==> config.mk <==
export PLATFORM = sky130hd
export DESIGN_NAME = multicycle_alu
export DESIGN_NICKNAME = d
export VERILOG_FILES = /design/src/rtl/alu_pkg.sv /design/src/rtl/muldiv_iter.sv /design/src/rtl/multicycle_alu.sv
export SDC_FILE = /design/constraint.sdc
export NUM_CORES = 1
export LEC_CHECK = 0
export ABC_AREA = 1
export CAP_MARGIN = 20
export CELL_PAD_IN_SITES_DETAIL_PLACEMENT = 1
export CELL_PAD_IN_SITES_GLOBAL_PLACEMENT = 2
export CORE_ASPECT_RATIO = 0.7
export CORE_MARGIN = 4
export CORE_UTILIZATION = 35
export DETAILED_ROUTE_END_ITERATION = 10
export PLACE_DENSITY_LB_ADDON = 0.1
export REMOVE_ABC_BUFFERS = 1
export SYNTH_ARGS = -nofsm -noshare
export SYNTH_HDL_FRONTEND = slang
export SYNTH_SLANG_ARGS = --single-unit
==> constraint.sdc <==
create_clock -name clk -period 4.7 [get_ports clk]
set_clock_uncertainty 0.2 [all_clocks]
set_input_delay 0.47 -clock clk [delete_from_list [all_inputs] [get_ports clk]]
set_output_delay 0.47 -clock clk [all_outputs]
set_load 0.02 [all_outputs]
==> src/rtl/alu_pkg.sv <==
// Shared types and constants for the multicycle execute-stage ALU.
package alu_pkg;

    localparam int DATA_WIDTH = 32;
    localparam int STEP_CNT_W = 5;

    typedef enum logic [2:0] {
        ALU_ADD  = 3'b000,
        ALU_SUB  = 3'b001,
        ALU_AND  = 3'b010,
        ALU_OR   = 3'b011,
        ALU_MUL  = 3'b100,
        ALU_SLT  = 3'b101,
        ALU_DIVU = 3'b110,
        ALU_REMU = 3'b111
    } alu_op_e;

    typedef enum logic [1:0] {
        S_IDLE = 2'b00,
        S_RUN  = 2'b01,
        S_DONE = 2'b10
    } state_e;

    function automatic logic is_iter_op(input alu_op_e op);
        return (op == ALU_MUL) || (op == ALU_DIVU) || (op == ALU_REMU);
    endfunction

endpackage

==> src/rtl/muldiv_iter.sv <==
// One-bit-per-step shift-add multiplier and restoring divider.
// The *_o outputs show what the registers take on the next step edge.
module muldiv_iter
    import alu_pkg::*;
#(
    parameter int W = DATA_WIDTH
) (
    input  logic         clk,
    input  logic         rst,
    input  logic         load_i,
    input  logic         step_i,
    input  logic [2:0]   op_i,
    input  logic [W-1:0] a_i,
    input  logic [W-1:0] b_i,
    output logic [W-1:0] prod_o,
    output logic [W-1:0] quot_o,
    output logic [W-1:0] rem_o
);

    logic         is_mul_q;
    logic [W-1:0] acc_q;
    logic [W-1:0] mcand_q;
    logic [W-1:0] mplier_q;
    logic [W-1:0] rem_q;
    logic [W-1:0] quot_q;
    logic [W-1:0] divisor_q;

    logic [W-1:0] acc_d;
    logic [W:0]   shifted;
    logic [W:0]   trial;
    logic [W-1:0] rem_d;
    logic [W-1:0] quot_d;

    // A borrow out of the trial subtraction means the divisor did not fit;
    // with a zero divisor it always fits, giving all-ones quotient and rem = dividend.
    always_comb begin
        acc_d   = mplier_q[0] ? (acc_q + mcand_q) : acc_q;
        shifted = {rem_q, quot_q[W-1]};
        trial   = shifted - {1'b0, divisor_q};
        rem_d   = trial[W] ? shifted[W-1:0] : trial[W-1:0];
        quot_d  = {quot_q[W-2:0], ~trial[W]};
    end

    assign prod_o = acc_d;
    assign quot_o = quot_d;
    assign rem_o  = rem_d;

    always_ff @(posedge clk) begin
        if (rst) begin
            is_mul_q  <= 1'b0;
            acc_q     <= '0;
            mcand_q   <= '0;
            mplier_q  <= '0;
            rem_q     <= '0;
            quot_q    <= '0;
            divisor_q <= '0;
        end else if (load_i) begin
            is_mul_q  <= (alu_op_e'(op_i) == ALU_MUL);
            acc_q     <= '0;
            mcand_q   <= a_i;
            mplier_q  <= b_i;
            rem_q     <= '0;
            quot_q    <= a_i;
            divisor_q <= b_i;
        end else if (step_i) begin
            if (is_mul_q) begin
                acc_q    <= acc_d;
                mcand_q  <= {mcand_q[W-2:0], 1'b0};
                mplier_q <= {1'b0, mplier_q[W-1:1]};
            end else begin
                rem_q  <= rem_d;
                quot_q <= quot_d;
            end
        end
    end

endmodule

==> src/rtl/multicycle_alu.sv <==
// Execute-stage ALU: single-cycle logic/arith ops, 32-step MUL/DIVU/REMU,
// start/done handshake with a registered result and zero flag.
module multicycle_alu
    import alu_pkg::*;
#(
    parameter int DATA_WIDTH = alu_pkg::DATA_WIDTH
) (
    input  logic                  clk,
    input  logic                  rst,
    input  logic                  start,
    input  logic [2:0]            ALUctrl,
    input  logic [DATA_WIDTH-1:0] ALUop1,
    input  logic [DATA_WIDTH-1:0] ALUop2,
    output logic                  busy,
    output logic                  done,
    output logic [DATA_WIDTH-1:0] ALUout,
    output logic                  EQ
);

    localparam logic [STEP_CNT_W-1:0] LAST_STEP = STEP_CNT_W'(DATA_WIDTH - 1);

    state_e                  state_q, state_d;
    logic [STEP_CNT_W-1:0]   cnt_q, cnt_d;
    alu_op_e                 op_q, op_d;
    logic [DATA_WIDTH-1:0]   out_q, out_d;
    logic                    eq_q, eq_d;

    alu_op_e                 op_in;
    logic [DATA_WIDTH-1:0]   sc_res;
    logic                    md_load;
    logic                    md_step;
    logic [DATA_WIDTH-1:0]   md_prod;
    logic [DATA_WIDTH-1:0]   md_quot;
    logic [DATA_WIDTH-1:0]   md_rem;

    assign op_in = alu_op_e'(ALUctrl);

    always_comb begin
        sc_res = '0;
        case (op_in)
            ALU_ADD: sc_res = ALUop1 + ALUop2;
            ALU_SUB: sc_res = ALUop1 - ALUop2;
            ALU_AND: sc_res = ALUop1 & ALUop2;
            ALU_OR:  sc_res = ALUop1 | ALUop2;
            ALU_SLT: sc_res = {{(DATA_WIDTH-1){1'b0}}, ($signed(ALUop1) < $signed(ALUop2))};
            default: sc_res = '0;
        endcase
    end

    muldiv_iter #(.W(DATA_WIDTH)) u_muldiv (
        .clk    (clk),
        .rst    (rst),
        .load_i (md_load),
        .step_i (md_step),
        .op_i   (ALUctrl),
        .a_i    (ALUop1),
        .b_i    (ALUop2),
        .prod_o (md_prod),
        .quot_o (md_quot),
        .rem_o  (md_rem)
    );

    always_comb begin
        state_d = state_q;
        cnt_d   = cnt_q;
        op_d    = op_q;
        out_d   = out_q;
        md_load = 1'b0;
        md_step = 1'b0;
        case (state_q)
            S_IDLE: begin
                if (start) begin
                    if (is_iter_op(op_in)) begin
                        state_d = S_RUN;
                        op_d    = op_in;
                        cnt_d   = '0;
                        md_load = 1'b1;
                    end else begin
                        state_d = S_DONE;
                        out_d   = sc_res;
                    end
                end
            end
            S_RUN: begin
                md_step = 1'b1;
                cnt_d   = cnt_q + 1'b1;
                // The last step's result goes straight into ALUout on the same edge.
                if (cnt_q == LAST_STEP) begin
                    state_d = S_DONE;
                    case (op_q)
                        ALU_MUL:  out_d = md_prod;
                        ALU_DIVU: out_d = md_quot;
                        default:  out_d = md_rem;
                    endcase
                end
            end
            S_DONE:  state_d = S_IDLE;
            default: state_d = S_IDLE;
        endcase
        eq_d = (out_d == '0);
    end

    always_ff @(posedge clk) begin
        if (rst) begin
            state_q <= S_IDLE;
            cnt_q   <= '0;
            op_q    <= ALU_ADD;
            out_q   <= '0;
            eq_q    <= 1'b1;
        end else begin
            state_q <= state_d;
            cnt_q   <= cnt_d;
            op_q    <= op_d;
            out_q   <= out_d;
            eq_q    <= eq_d;
        end
    end

    assign busy   = (state_q != S_IDLE);
    assign done   = (state_q == S_DONE);
    assign ALUout = out_q;
    assign EQ     = eq_q;

endmodule

# Word-level counts from Yosys, hierarchy flattened
# Cells that the tools add are included.
[word_totals] in_bits=70 out_inout_bits=35 regBits=236
[classes] n_reduce_logical=17 n_bitwise=4 magnitude_cmp=1 addsub=5 mux=28 eq_ne=16
[ops] operator="32-bit 2-to-1 mux" n=14
[ops] operator="32-bit one-hot mux with 5 select lines" n=1
[ops] operator="32-bit one-hot mux with 2 select lines" n=2
[ops] operator="32-bit adder" n=2
[ops] operator="33-bit by 32-bit subtractor with 33-bit output" n=1
[ops] operator="32-bit AND" n=1
[ops] operator="32-bit zero test" n=1
[ops] operator="32-bit < comparator" n=1
[ops] operator="32-bit bitwise OR" n=1
[ops] operator="32-bit subtractor" n=1
[ops] operator="3-bit equality test (second input constant)" n=6
[ops] operator="5-bit 2-to-1 mux" n=2
[ops] operator="5-bit one-hot mux with 2 select lines" n=1
[ops] operator="2-bit AND reduction" n=5
[ops] operator="2-bit inequality test (second input constant)" n=4
[ops] operator="2-bit nonzero test" n=4
[ops] operator="3-bit by 2-bit equality test with 1-bit output (second input constant)" n=2
[ops] operator="2-bit 2-to-1 mux" n=3
[ops] operator="3-bit AND reduction" n=2
[ops] operator="5-bit by 1-bit adder with 5-bit output (second input constant)" n=1
[ops] operator="5-bit equality test (second input constant)" n=1
[ops] operator="1-bit 2-to-1 mux" n=4
[ops] operator="2-bit one-hot mux with 2 select lines" n=1
[ops] operator="3-bit by 1-bit equality test with 1-bit output (second input constant)" n=1
[ops] operator="other kinds (7)" n=9

# Depth between registers and ports, before layout
# Gate-level depths: netlist of the first run.
[logic_depth] depth_word=8 ltp_mapped=26 depth_no_buf=25

# Cells and area by module
# A second synthesis of the first run with hierarchy kept.
[unflattened] cells_unflattened=4033 area_unflattened_um2=23074.6
[by_module_without_submodules] mod="muldiv_iter" instances=1 seq_area_each_um2=3863.7 cells_per_inst=2241 area_per_inst_um2=13558.0
[by_module_without_submodules] mod="multicycle_alu" instances=1 seq_area_each_um2=860.8 cells_per_inst=1792 area_per_inst_um2=9516.6

# Worst setup path before layout of the first run
# OpenSTA, ideal clock, no wires.
[synth_path] path_type="register -> register" startpoint="register u_muldiv.quot_q[31]" endpoint="register eq_q (netlist: EQ)" setup_time_ns=0.061 n_path_buf=2 path_stages_with_launch=26 arrival_ns=2.600 synth_period_minus_slack_ns=2.862 setup_slack_ns=1.838 cell_sequence="dfxtp_1 -> inv_1 -> ha_1 -> inv_1 -> fa_1 -> nand2_1 -> nand2_1 -> nand3_1 -> nand2_1 -> nand2_1 -> nand2_1 -> nand2_2 -> nand2_1 -> nand2_2 -> nand2_2 -> buf_6 -> buf_6 -> nand2_2 -> nand3_2 -> a21oi_2 -> nand2_1 -> nor2_1 -> nand2_1 -> nor2_1 -> nand3_1 -> nand2_1"
[synth_between] elab_chain_cells=6 elab_cells_between_ends=7
[synth_rtl] element="start: declaration" line="muldiv_iter.sv:25" text="logic [W-1:0] quot_q;"
[synth_rtl] element="start signal: assignment" line="muldiv_iter.sv:63" text="quot_q <= a_i;"
[synth_rtl] element="start signal: assignment" line="muldiv_iter.sv:72" text="quot_q <= quot_d;"
[synth_rtl] element="33-bit by 32-bit subtractor with 33-bit output" line="muldiv_iter.sv:39" text="trial = shifted - {1'b0, divisor_q};"
[synth_rtl] element="32-bit 2-to-1 mux or 1-bit inverter (tied branches)" line="muldiv_iter.sv:40, muldiv_iter.sv:41"
[synth_rtl] element="32-bit one-hot mux with 2 select lines (*)" line="multicycle_alu.sv:90" text="case (op_q)"
[synth_rtl] element="32-bit 2-to-1 mux (*)" line="multicycle_alu.sv:88" text="if (cnt_q == LAST_STEP) begin"
[synth_rtl] element="32-bit one-hot mux with 2 select lines (*)" line="multicycle_alu.sv:70" text="case (state_q)"
[synth_rtl] element="32-bit zero test (*)" line="multicycle_alu.sv:100" text="eq_d = (out_d == '0);"
[synth_rtl] element="end signal: assignment" line="multicycle_alu.sv:115" text="eq_q <= eq_d;"
[synth_rtl] element="end: declaration" line="multicycle_alu.sv:26" text="logic eq_q, eq_d;"
# Mark *: on every way between the ends. The rest lies on a longest branch, timed or not.
# A chain may end at the register's enable or synchronous reset.

# Final worst setup path of the first run
[layout_path] startpoint="input ALUop1[7]" endpoint="register eq_q (netlist: EQ)"
[layout_between] elab_chain_cells=6 elab_cells_between_ends=10
[layout_rtl] element="start: declaration" line="multicycle_alu.sv:12" text="input logic [DATA_WIDTH-1:0] ALUop1,"
[layout_rtl] element="32-bit subtractor (tied with other cells)" line="multicycle_alu.sv:42" text="ALU_SUB: sc_res = ALUop1 - ALUop2;"
[layout_rtl] element="32-bit one-hot mux with 5 select lines (*)" line="multicycle_alu.sv:40" text="case (op_in)"
[layout_rtl] element="32-bit 2-to-1 mux (*)" line="multicycle_alu.sv:73" text="if (is_iter_op(op_in)) begin"
[layout_rtl] element="32-bit 2-to-1 mux (*)" line="multicycle_alu.sv:72" text="if (start) begin"
[layout_rtl] element="32-bit one-hot mux with 2 select lines (*)" line="multicycle_alu.sv:70"
[layout_rtl] element="32-bit zero test (*)" line="multicycle_alu.sv:100"
# Marks and branches as above.

==> results of run 1 <==
==> layout by cell type, fill, tap and decap left out, types with 37 or more instances in the layout <==
cell type,netlist,routed
sky130_fd_sc_hd__nor2_1,341,334
sky130_fd_sc_hd__ha_1,176,176
sky130_fd_sc_hd__o211ai_1,56,56
sky130_fd_sc_hd__o21ai_0,165,165
sky130_fd_sc_hd__nand2_1,1197,1197
sky130_fd_sc_hd__nand3_1,338,338
sky130_fd_sc_hd__dfxtp_1,236,236
sky130_fd_sc_hd__inv_1,643,643
sky130_fd_sc_hd__buf_4,2,49
sky130_fd_sc_hd__a31oi_1,56,56
sky130_fd_sc_hd__clkdlybuf4s50_1,0,103
sky130_fd_sc_hd__o22ai_1,37,37
sky130_fd_sc_hd__a21oi_1,200,200
==> cell type report <==
| class | instances | area (um^2) |
|---|---|---|
| Antenna cell | 1 | 2.50 |
| Timing Repair Buffer | 155 | 1460 |
| Clock buffer | 40 | 772 |
| Sequential cell | 236 | 4720 |
| Fill cell | 8479 | 36900 |
| Inverter | 652 | 2450 |
| Multi-Input combinational cell | 2759 | 14000 |
| Clock inverter | 4 | 47.5 |
| Tap cell | 819 | 1020 |
==> flip-flops by register name, summed over array words and instances (netlist names), 2 cells and up <==
signal              cells
ALUout                 32
u_muldiv.acc_q         32
u_muldiv.divisor_q     32
u_muldiv.mcand_q       32
u_muldiv.mplier_q      32
u_muldiv.quot_q        32
u_muldiv.rem_q         32
cnt_q                   5
op_q                    3
state_q                 2
==> layer usage <==
metal	GRT usage	wire length [um]	up-vias
li1	-	-	12100
met1	0.476	53400	12200
met2	0.440	40800	750
met3	0.0554	7690	88
met4	0.0656	2490	0
met5	0	0	-
==> power by group through the flow <==
stage                     Sequential, mW  Combinational, mW  Clock [mW]
after CTS                           2.19               2.97        2.10
after floorplan                     2.23               1.76           0
after detailed placement            2.24               2.94           0
final                               2.19               3.02        2.06
after global routing                2.20               3.33        2.18
after global placement              2.23               2.91           0
==> path summary, 6_finish.rpt <==
check        slack [ns]                   to  cells after the start                  start
max reg2reg        0.69                   EQ                     22  u_muldiv.divisor_q[0]
min                0.09  u_muldiv.quot_q[23]                      2                    rst
min reg2reg        0.27              op_q[0]                      2                op_q[0]
max                0.53                   EQ                     20              ALUop1[7]
==> critical path, cell delays in order <==
cell and delay (ns):
sky130_fd_sc_hd__clkdlybuf4s50_1 0.54, sky130_fd_sc_hd__inv_1 0.17, sky130_fd_sc_hd__ha_1 0.44, sky130_fd_sc_hd__nor2_1 0.24, sky130_fd_sc_hd__nand2_1 0.14, sky130_fd_sc_hd__nor3_1 0.65, sky130_fd_sc_hd__nand2_1 0.16, sky130_fd_sc_hd__nand2_1 0.21
sky130_fd_sc_hd__nand2_1 0.09, sky130_fd_sc_hd__nand3_1 0.07, sky130_fd_sc_hd__nand3_1 0.13, sky130_fd_sc_hd__nand2_1 0.09, sky130_fd_sc_hd__nand2_1 0.06, sky130_fd_sc_hd__a21oi_1 0.15, sky130_fd_sc_hd__nand2_1 0.10, sky130_fd_sc_hd__nor2_1 0.10
sky130_fd_sc_hd__nand2_1 0.06, sky130_fd_sc_hd__nor2_1 0.37, sky130_fd_sc_hd__nand3_1 0.12, sky130_fd_sc_hd__nand2_1 0.08
==> logic make-up (layout without fill, tap and decap cells) <==
kind of cell,count (synthesis),after routing
fa+ha+maj,180,180
simple gates,1990,1990
flops,236,236
compound gates,562,562
xor+xnor,25,25
mux,2,2
buf+inv,784,851
other cells,0,1
==> through the flow <==
stage | utilization | total power [mW]
detailed placement | 0.385 | 5.18
finish | 0.399 | 7.27
CTS | 0.399 | 7.26
floorplan | - | 3.99
global placement | 0.385 | 5.14
global route | 0.399 | 7.71
==> results.txt, run 1 <==
The run finished with clean final reports. The analysis attributes to cell leakage a power of 12.5 nW. After layout, the worst setup slack is 0.527 ns.

The number of unique standard cell types used by synthesis is 48. The hold violation total from the final report came out at 0. In this run the worst path has a maximum fanout of 9. By area, the combinational part of the netlist is dominated by simple AND/OR/NAND/NOR gates. The effective utilization at floorplan is 0.353. The placement-stage cell area came out at 23700 um^2. The synthesized instance count came out at 3779. The die is 216 um tall.

The ratio of total power to cell area came out at 297 nW/um^2. The post-detailed-routing wire length came out at 104000 um. The worst hold slack after final layout came out at 0.0939 ns.

Summed over all instances, the cell type with the most area after synthesis is sky130_fd_sc_hd__dfxtp_1. The arrival time reported for the critical path endpoint is 4.46 ns. The area growth from synthesis to layout is 12.9%. The register bit total from synthesis is 236. The most frequently used flop master after synthesis is sky130_fd_sc_hd__dfxtp_1. The total CTS buffers came out at 25. Clock latency on the worst-skew pair, taken at its later pin, is 0.56 ns.

The worst hold path belongs to the class primary input to flop. The number of violations of the max-capacitance limit is 0. The count of boundary I/O pins came out at 105.

The quantity of I/O buffers inserted on ports came out at 104. The final critical-path required period came out at 4.17 ns. CTS built an H-tree with a depth of 1. In this run the remaining antenna-violating nets after routing total 0. The area share of fa/ha/maj cells after synthesis is 0.105. The remaining design rule violation count came out at 0. The endpoint required time on the critical path is 4.99 ns. In this run, the number of DRC markers left after iteration 0 of detailed routing was 2432. The sequential fraction of the synthesis area came out at 0.218.

The number of global-route vias before repair came to 24900. The fraction of final layout cells sized beyond drive strength 1 is 0.0382. Measured along the x axis, the die boundary spans 305 um.

The global-route wire length before repair came out at 157000 um. The initial antenna violation count is 1. The multiplexer share of the synthesized area came out at 0.000923.

The share of total power dissipated in the clock network is 0.283. The number of failing setup endpoints in the final timing report is 0. The reported net switching power is 3.12 mW. The post-synthesis share of cell area spent on and, or, nand and nor gates is 0.379.

The total instance count after detailed placement is 4621. The count of nets after finishing came out at 4079. Setup repair after global routing left no endpoint under its margin. The total die area is 66100 um^2. The fraction of post-synthesis cell area in the top cell type by area is 0.218.

STA classifies the critical path endpoint as a flop. The highest ir drop seen on vdd is 0.279 mV. The commonest cells after synthesis are 1197 x sky130_fd_sc_hd__nand2_1, 643 x sky130_fd_sc_hd__inv_1, 341 x sky130_fd_sc_hd__nor2_1. The via count is 25100. The critical path in this run is classified as primary input to flop.

The switching part of the total came out at 0.429. The register share of total power is 0.302. The clock slew at the register clock pins of the worst setup and hold paths is 0.07 ns. The final cell count without fillers came out at 4666. The total routing usage reported by global routing came out at 0.308. The number of vias per cell after detailed routing is 5.37. The async set or reset register ratio after synthesis came out at 0. The number of warnings printed during yosys synthesis is 0. The quantity of gates resized following cts came out at 0.

The average detailed-routed wire length per instance is 22.4 um. Summed over all layers, the global routing overflow is 0. The number of standard-cell rows in the floorplan is 76. The total core area came out at 61400 um^2. A synthesized cell averages 5.74 um^2. The combinational share of power came out at 0.416. The cts-stage hold buffer count came out at 0. By area the synthesized netlist is led by sky130_fd_sc_hd__dfxtp_1 22%, sky130_fd_sc_hd__nand2_1 21%, sky130_fd_sc_hd__inv_1 11%.

The placed wire-length estimate after detailed placement came out at 86100 um. The post-synthesis compound-gate area fraction is 0.148. For the pin with the worst max-slew slack, the measured transition is 0.813 ns. The worst relative slew slack is 0.454.

Of the total synthesized cell area, the portion taken by XOR and XNOR cells is 0.0101. CTS saw 236 sinks. The number of pins exceeding their max-slew limit in the final report was 0. At the end of routability-driven placement, the weighted congestion stood at 0.964. Dividing the final minimum period by the clock period gives 0.888. The most instantiated library cell after synthesis is sky130_fd_sc_hd__nand2_1. The highest clock frequency the design can meet came out at 0.240 GHz. The longest clock path from root to sink contains 3 buffers. TritonCTS built the clock tree. The cell area after layout came out at 24500 um^2.

The startpoint type of the worst setup path is a primary input. For the final routed database, the setup TNS stands at 0 ns. The number of buffers inserted by post-CTS setup repair came out at 0. Before CTS, the worst setup slack after placement is 0.0473 ns. The first-pass iteration count of the detailed router is 5. The cell area after synthesis came out at 21700 um^2. The internal power component is 4.16 mW. The CTS root buffer is sky130_fd_sc_hd__clkbuf_16. The number of flops mapped to enable cells by yosys came out at 0. The largest net degree at the start of global routing came out at 108.
Note: power is estimated with default switching activity, not from simulation.
==> run 2, diff against run 1 <==
- CORE_ASPECT_RATIO: 0.7 -> 1.5
- GPL_TIMING_DRIVEN: not set -> 0
==> run 2 against run 1 <==
  * Via count shrank 2.2%
  * Final cell count shrank 1.2%
  * Wire length shrank 3.7%
  * Critical path depth grew 3
  * Global-route usage shrank 1.4 points
  * Worst setup slack lost 0.18 ns
  * Critical path type is now flop to flop
  * Largest cell class unchanged
==> results.txt, run 2 (synthesis gave the netlist of run 1 again) <==
The kind of critical path is flop to flop (was primary input to flop). The count of antenna diodes in the layout came to 0 (was 1). The largest stage delay on the critical path is 0.44 ns (was 0.65 ns). The cell depth of the worst setup path came out at 23 (was 20).

The combinational share of power came out at 0.406 (was 0.416). The cell family contributing the most delay on the critical path was simple AND/OR/NAND/NOR gates (unchanged). The internal power component is 4.28 mW (was 4.16 mW). The insertion delay of the later-clocked pin in the worst-skew pair came out at 0.54 ns (was 0.56 ns). The worst slack after detailed placement is -0.418 ns (was 0.0473 ns). The clock slew at the register clock pins of the worst setup and hold paths is 0.07 ns (about the same). The area taken by flip-flops and latches is 4730 um^2 (was 4720 um^2). The highest clock frequency the design can meet came to 0.230 GHz (was 0.240 GHz). The filler cell count in the final layout is 8373 (was 8479).

The launch point of the worst reg-to-reg path is u_muldiv.quot_q[31] (was u_muldiv.divisor_q[0]). The endpoint of the worst-slack reg-to-reg timing path is EQ (unchanged). The remaining design rule violation count came out at 0 (unchanged). The placed wire-length estimate after detailed placement is 84300 um (was 86100 um).

The number of design-rule violations left by the first detailed-router iteration came out at 1189 (was 2432). The number of vias per cell after detailed routing is 5.32 (was 5.37). The hold violation total from the final report came out at 0 (unchanged). Result of the run: complete, no violations (unchanged). The total clock sinks came to 236 (unchanged). The reported net switching power came out at 3.14 mW (was 3.12 mW).

The worst path buffer plus inverter count is 2 (unchanged). The arrival time reported for the critical path endpoint came to 4.61 ns (was 4.46 ns). The clock share of power is 0.299 (was 0.283). Setup repair after global routing missed its margin: false (unchanged). The worst-path cell with the longest stage delay is sky130_fd_sc_hd__dfxtp_1 (was sky130_fd_sc_hd__nor3_1). The switching part of the total is 0.423 (was 0.429). The initial antenna violation count came out at 0 (was 1).

Commonest non-fill, non-tap cells in the layout: 1197 x sky130_fd_sc_hd__nand2_1, 642 x sky130_fd_sc_hd__inv_1, 337 x sky130_fd_sc_hd__nand3_1 (was 1197 x sky130_fd_sc_hd__nand2_1, 643 x sky130_fd_sc_hd__inv_1, 338 x sky130_fd_sc_hd__nand3_1). The endpoint required time on the critical path came to 4.96 ns (was 4.99 ns). The number of nets still failing antenna checks after routing came out at 0 (unchanged). The path type of the worst min-delay path is primary input to flop (unchanged).

The worst-case clock buffer depth is 3 (unchanged). The post-detailed-routing wire length came out at 100000 um (was 104000 um). The fraction of final layout cells sized beyond drive strength 1 is 0.0348 (was 0.0382). The global-route wire length before repair came out at 151000 um (was 157000 um). The cts-stage hold buffer count was 0 (unchanged). The CTS root buffer is sky130_fd_sc_hd__clkbuf_16 (unchanged).

The number of failing setup endpoints in the final timing report is 0 (unchanged). The worst hold slack after final layout came out at 0.206 ns (was 0.0939 ns). The total core area is 61200 um^2 (was 61400 um^2).

The total routing usage reported by global routing came to 0.294 (was 0.308). The average detailed-routed wire length per instance came out at 21.8 um (was 22.4 um). Cells along the critical path: inv_1 > ha_1 > inv_1 > fa_1 > nand2_1 > nand2_1 > nand3_1 > nand2_1 > nand2_1 > nand2_1 > nand2_2 > nand2_1 > nand2_2 > nand2_8 > nand2_1 > nand3_1 > a21oi_1 > nand2_1 > nor2_1 > nand2_1 > nor2_2 > nand3_1 > nand2_1 (was clkdlybuf4s50_1 > inv_1 > ha_1 > nor2_1 > nand2_1 > nor3_1 > nand2_1 > nand2_1 > nand2_1 > nand3_1 > nand3_1 > nand2_1 > nand2_1 > a21oi_1 > nand2_1 > nor2_1 > nand2_1 > nor2_1 > nand3_1 > nand2_1). The number of global-route vias before repair came out at 25700 (was 24900). The post-route worst setup slack is 0.348 ns (was 0.527 ns). The register-to-register setup slack is 0.35 ns (was 0.69 ns). The total CTS buffers is 24 (was 25). The highest ir drop seen on vdd came to 0.220 mV (was 0.279 mV). The number of pins exceeding their max-slew limit in the final report came out at 0 (unchanged).

The horizontal die dimension came out at 211 um (was 305 um). The number of cell instances on the worst register-to-register path is 23 (was 22). The register share of total power is 0.295 (was 0.302). The clock tree from TritonCTS is yes (unchanged).

The via count is 24500 (was 25100). The quantity of I/O buffers inserted on ports is 104 (unchanged). The final critical-path required period came out at 4.35 ns (was 4.17 ns). The worst relative slew slack was 0.300 (was 0.454).

The largest net degree at the start of global routing came out at 86 (was 108). The number of violations of the max-capacitance limit is 0 (unchanged). The ratio of total power to cell area came to 301 nW/um^2 (was 297 nW/um^2). The most common cell after layout, fill and taps aside is sky130_fd_sc_hd__nand2_1 (unchanged). The largest driver fanout on the critical path is 33 (was 9). The leakage power figure is 12.6 nW (was 12.5 nW).

The first element of the critical path is u_muldiv.quot_q[31] (was ALUop1[7]). The count of nets after finishing came out at 4053 (was 4079). The count of boundary I/O pins was 105 (unchanged). The final period utilization came out at 0.926 (was 0.888). The sort of element at the end of the critical path was a flop (unchanged). The final RePlAce weighted congestion came to 0.959 (was 0.964).

The startpoint type of the worst setup path is a flop (was primary input). The final global-route overflow total came to 0 (unchanged). The total die area is 66100 um^2 (about the same).

The worst setup path endpoint was EQ (unchanged). The measured slew at the worst slew-check pin is 1.05 ns (was 0.813 ns). The number of standard-cell rows in the floorplan came out at 111 (was 76). The overall power after layout came out at 7.42 mW (was 7.27 mW). The die outline height came to 313 um (was 216 um). The area of the multi-input gates is 14100 um^2 (was 14000 um^2). The effective utilization at floorplan came out at 0.354 (was 0.353).

The area growth from synthesis to layout came out at 13.6% (was 12.9%). The number of H-tree branching levels is 1 (unchanged). The number of buffers inserted by post-CTS setup repair was 0 (unchanged). The cell with the most instances on the worst path is sky130_fd_sc_hd__nand2_1 (unchanged). The first-pass iteration count of the detailed router is 5 (unchanged).
-- run 2: changes by cell type in the layout (fill, tap and decap cells not counted), moves of 4 or more --
cell / change
sky130_fd_sc_hd__buf_12: +6
sky130_fd_sc_hd__buf_16: +6
sky130_fd_sc_hd__buf_4: -48
sky130_fd_sc_hd__buf_6: +8
sky130_fd_sc_hd__bufinv_16: +4
sky130_fd_sc_hd__clkbuf_1: -5
sky130_fd_sc_hd__clkbuf_8: -6
sky130_fd_sc_hd__inv_6: +4
-- run 2: power groups by stage --
| stage | Clock, mW | Sequential, mW | Combinational, mW |
|---|---|---|---|
| 6_report | 2.22 | 2.19 | 3.02 |
| 2_1_floorplan | 0 | 2.23 | 1.76 |
| 5_1_grt | 2.34 | 2.20 | 3.32 |
| 4_1_cts | 2.27 | 2.19 | 3.00 |
| 3_5_place_dp | 0 | 2.23 | 2.99 |
| 3_3_place_gp | 0 | 2.24 | 2.90 |
-- run 2: how the worst min path moves through the flow --
| stage | slack, ns | end | depth (start not counted) | startpoint |
|---|---|---|---|---|
| after global placement | 0.24 | op_q[2] | 2 | op_q[2] |
| after global routing | 0.23 | u_muldiv.mcand_q[31] | 2 | rst |
| after CTS | 0.18 | u_muldiv.mcand_q[31] | 2 | rst |
| after detailed placement | 0.25 | op_q[2] | 2 | op_q[2] |
| final | 0.21 | u_muldiv.mcand_q[31] | 2 | rst |
| after floorplan | 0.23 | u_muldiv.divisor_q[0] | 2 | u_muldiv.divisor_q[0] |
-- run 2: area by class of cell --
| cell class | count | area share |
|---|---|---|
| timing repair buffer | 130 | 0.0617 |
| inverter | 652 | 0.0994 |
| multi-input combinational | 2759 | 0.571 |
| sequential | 236 | 0.192 |
| tap | 791 | 0.0402 |
| clock inverter | 15 | 0.00899 |
| clock buffer | 29 | 0.0272 |
-- run 2: worst register-to-register path, cell delays in order, from the launching register on --
cell and delay (ns):
sky130_fd_sc_hd__dfxtp_1 0.44, sky130_fd_sc_hd__inv_1 0.13, sky130_fd_sc_hd__ha_1 0.15, sky130_fd_sc_hd__inv_1 0.09, sky130_fd_sc_hd__fa_1 0.44, sky130_fd_sc_hd__nand2_1 0.09, sky130_fd_sc_hd__nand2_1 0.09, sky130_fd_sc_hd__nand3_1 0.10
sky130_fd_sc_hd__nand2_1 0.15, sky130_fd_sc_hd__nand2_1 0.10, sky130_fd_sc_hd__nand2_1 0.13, sky130_fd_sc_hd__nand2_2 0.18, sky130_fd_sc_hd__nand2_1 0.12, sky130_fd_sc_hd__nand2_2 0.16, sky130_fd_sc_hd__nand2_8 0.19, sky130_fd_sc_hd__nand2_1 0.15
sky130_fd_sc_hd__nand3_1 0.17, sky130_fd_sc_hd__a21oi_1 0.28, sky130_fd_sc_hd__nand2_1 0.10, sky130_fd_sc_hd__nor2_1 0.14, sky130_fd_sc_hd__nand2_1 0.10, sky130_fd_sc_hd__nor2_2 0.31, sky130_fd_sc_hd__nand3_1 0.18, sky130_fd_sc_hd__nand2_1 0.09
-- run 2: layer usage --
layer / share of wire / global-route usage / wire length [um]
met1: 0.40 / 0.329 / 39900
met2: 0.52 / 0.563 / 52600
met3: 0.026 / 0.0170 / 2600
met4: 0.053 / 0.129 / 5340
met5: 0 / 0 / 0
-- run 2: per-stage QoR --
step / utilization / cell area, um^2 / cells / TNS (ns)
2_1_floorplan: - / 21100 / 3647 / -561.61
3_3_place_gp: 0.378 / 23200 / 4542 / -2191.06
3_5_place_dp: 0.387 / 23700 / 4567 / -0.418
4_1_cts: 0.401 / 24600 / 4611 / 0
5_1_grt: 0.402 / 24600 / 4612 / 0
6_report: 0.402 / 24600 / 4612 / 0
-- run 2: timing repair --
action | in CTS | in global routing
endpoints found under the hold margin | 0 | 0
resized for setup | 2 | 2
cloned | 0 | 0
endpoints found under the setup margin | 1 | 1
==> run 3, diff against run 2 <==
- CORE_UTILIZATION: 35 -> 36
- CTS_BUF_LIST: not set -> sky130_fd_sc_hd__clkbuf_2
==> run 3 against run 2 <==
  * Global-route usage is essentially flat
  * Hold slack lost 0.049 ns
  * First-iteration DRC count decreased by 8.7%
  * Critical path type unchanged
  * Largest cell class unchanged
==> results.txt, run 3 (synthesis gave the netlist of run 1 again) <==
Cells along the critical path: inv_1 > ha_1 > inv_1 > fa_1 > nand2_1 > nand2_1 > nand3_1 > nand2_1 > nand2_1 > nand2_1 > nand2_2 > nand2_1 > nand2_2 > nand2_4 > o21ai_0 > nand2_1 > nand3_1 > nand2_1 > nor2_1 > nand2_1 > nor2_1 > nand3_1 > nand2_1 (was inv_1 > ha_1 > inv_1 > fa_1 > nand2_1 > nand2_1 > nand3_1 > nand2_1 > nand2_1 > nand2_1 > nand2_2 > nand2_1 > nand2_2 > nand2_8 > nand2_1 > nand3_1 > a21oi_1 > nand2_1 > nor2_1 > nand2_1 > nor2_2 > nand3_1 > nand2_1). The via count came to 24700 (was 24500). The endpoint required time on the critical path is 5.32 ns (was 4.96 ns).

The total die area is 64300 um^2 (was 66100 um^2). The initial antenna violation count was 1 (was 0). The kind of critical path is flop to flop (unchanged). The total clock sinks is 236 (unchanged). The average detailed-routed wire length per instance came out at 20.8 um (was 21.8 um). The number of H-tree branching levels came out at 2 (was 1). The effective utilization at floorplan is 0.365 (was 0.354).

The placed wire-length estimate after detailed placement came to 80600 um (was 84300 um). Setup repair after global routing missed its margin: false (unchanged). The post-route worst setup slack came out at 0.446 ns (was 0.348 ns). The fraction of final layout cells sized beyond drive strength 1 came to 0.0452 (was 0.0348). The largest net degree at the start of global routing is 79 (was 86). The number of nets still failing antenna checks after routing was 0 (unchanged).

The post-detailed-routing wire length is 97100 um (was 100000 um). The count of boundary I/O pins came out at 105 (unchanged). The measured slew at the worst slew-check pin came to 1.06 ns (was 1.05 ns). The CTS root buffer was sky130_fd_sc_hd__clkbuf_2 (was sky130_fd_sc_hd__clkbuf_16). The count of nets after finishing came out at 4104 (was 4053). The sort of element at the end of the critical path was a flop (unchanged). The cell family contributing the most delay on the critical path is simple AND/OR/NAND/NOR gates (unchanged). The leakage power figure was 12.6 nW (about the same). The largest stage delay on the critical path came out at 0.46 ns (was 0.44 ns). The final critical-path required period was 4.25 ns (was 4.35 ns). The total instance count after detailed placement is 4551 (was 4567).

The number of vias per cell after detailed routing came to 5.29 (was 5.32). The first-pass iteration count of the detailed router came out at 5 (unchanged). The clock tree from TritonCTS is yes (unchanged). The number of buffers inserted by post-CTS setup repair came out at 0 (unchanged).

The area growth from synthesis to layout is 12.6% (was 13.6%). The number of violations of the max-capacitance limit is 0 (unchanged). The ratio of total power to cell area is 269 nW/um^2 (was 301 nW/um^2). The worst slack after detailed placement came to -0.00894 ns (was -0.418 ns). The insertion delay of the later-clocked pin in the worst-skew pair came out at 1.05 ns (was 0.54 ns). The final period utilization came out at 0.905 (was 0.926). The final global-route overflow total came out at 0 (unchanged).

The worst-path cell with the longest stage delay was sky130_fd_sc_hd__fa_1 (was sky130_fd_sc_hd__dfxtp_1). The die outline height is 309 um (was 313 um). The horizontal die dimension came out at 208 um (was 211 um).

The overall power after layout is 6.57 mW (was 7.42 mW). The global-route wire length before repair came to 148000 um (was 151000 um). The startpoint type of the worst setup path is a flop (unchanged). The total routing usage reported by global routing came out at 0.294 (about the same). The quantity of I/O buffers inserted on ports came to 104 (unchanged).

The number of failing setup endpoints in the final timing report was 0 (unchanged). The final cell count without fillers came to 4673 (was 4612). The worst path buffer plus inverter count is 2 (unchanged). The total core area is 59300 um^2 (was 61200 um^2).

The number of standard-cell rows in the floorplan came out at 109 (was 111). The worst-case clock buffer depth came to 3 (unchanged). The path type of the worst min-delay path is primary input to flop (unchanged). The area taken by flip-flops and latches is 4730 um^2 (unchanged). The number of pins exceeding their max-slew limit in the final report was 0 (unchanged).

The clock slew at the register clock pins of the worst setup and hold paths is 0.12 ns (was 0.07 ns). The largest driver fanout on the critical path came out at 33 (unchanged). The remaining design rule violation count came out at 0 (unchanged). The area of the multi-input gates came out at 14000 um^2 (was 14100 um^2). The number of global-route vias before repair came out at 26300 (was 25700). The number of design-rule violations left by the first detailed-router iteration came to 1086 (was 1189). The total CTS buffers was 58 (was 24).

The filler cell count in the final layout came out at 8286 (was 8373). The arrival time reported for the critical path endpoint is 4.87 ns (was 4.61 ns). The worst relative slew slack is 0.290 (was 0.300).

Result of the run: complete, no violations (unchanged). Commonest non-fill, non-tap cells in the layout: 1197 x sky130_fd_sc_hd__nand2_1, 643 x sky130_fd_sc_hd__inv_1, 337 x sky130_fd_sc_hd__nand3_1 (was 1197 x sky130_fd_sc_hd__nand2_1, 642 x sky130_fd_sc_hd__inv_1, 337 x sky130_fd_sc_hd__nand3_1). The worst hold slack after final layout came out at 0.157 ns (was 0.206 ns).

The highest clock frequency the design can meet came out at 0.235 GHz (was 0.230 GHz). The cell with the most instances on the worst path is sky130_fd_sc_hd__nand2_1 (unchanged). The hold violation total from the final report came out at 0 (unchanged). The final RePlAce weighted congestion came out at 0.965 (was 0.959).

The final sum of negative setup slack is 0 ns (unchanged). The highest ir drop seen on vdd came out at 0.299 mV (was 0.220 mV). The most common cell after layout, fill and taps aside is sky130_fd_sc_hd__nand2_1 (unchanged).
-- run 3: cell count changes in the layout (fill, tap and decap cells not counted), sizes merged --
cell,change
diode,+2
dlygate4sd3,+18
inv,-3
clkbuf,+49
buf,-1
bufinv,-3
clkinv,+13
-- run 3: routing by layer --
layer	global-route usage	up-vias	share of wire
met4	0.139	0	0.054
li1	-	12100	-
met3	0.0202	204	0.029
met2	0.572	460	0.53
met1	0.321	11900	0.39
met5	0	-	0
-- run 3: final timing paths --
kind	startpoint	endpoint	slack (ns)	depth (start not counted)
hold reg to reg	u_muldiv.mplier_q[16]	u_muldiv.mplier_q[15]	0.24	2
setup / recovery	u_muldiv.quot_q[31]	EQ	0.45	23
setup reg to reg	u_muldiv.quot_q[31]	EQ	0.45	23
hold / removal	ALUop2[18]	u_muldiv.divisor_q[18]	0.16	3
-- run 3: final cells by class --
| cell class | count | share of cell area |
|---|---|---|
| multi-input combinational | 2759 | 0.575 |
| sequential | 236 | 0.194 |
| inverter | 652 | 0.100 |
| timing repair buffer | 147 | 0.0692 |
| tap | 777 | 0.0398 |
| clock buffer | 78 | 0.0160 |
| clock inverter | 22 | 0.00595 |
| antenna | 2 | 0.000205 |
-- run 3: metrics by stage --
step | utilization | instance area, um^2
after floorplan | - | 21100
after global placement | 0.390 | 23100
after global routing | 0.411 | 24400
after detailed placement | 0.399 | 23600
final | 0.412 | 24400
after CTS | 0.411 | 24400
-- run 3: timing repair --
action                                 in CTS  in global routing
endpoints found under the hold margin      79                  0
resized for setup                           1                  1
hold buffers                               18                  0
setup endpoints to repair                   1                  1
-- run 3: report_power, final --
part	internal, mW	leakage (nW)	switching (mW)
combinational	0.877	10.3	2.01
sequential	2.10	1.92	0.0889
clock	0.565	0.397	0.926
-- run 3: tightest hold or removal path: cells and delay by family --
family                 cells  cell delay, ns
AOI/OAI and AO/OA          1            0.07
buffers and inverters      1            0.50
and+or+nand+nor            1            0.14
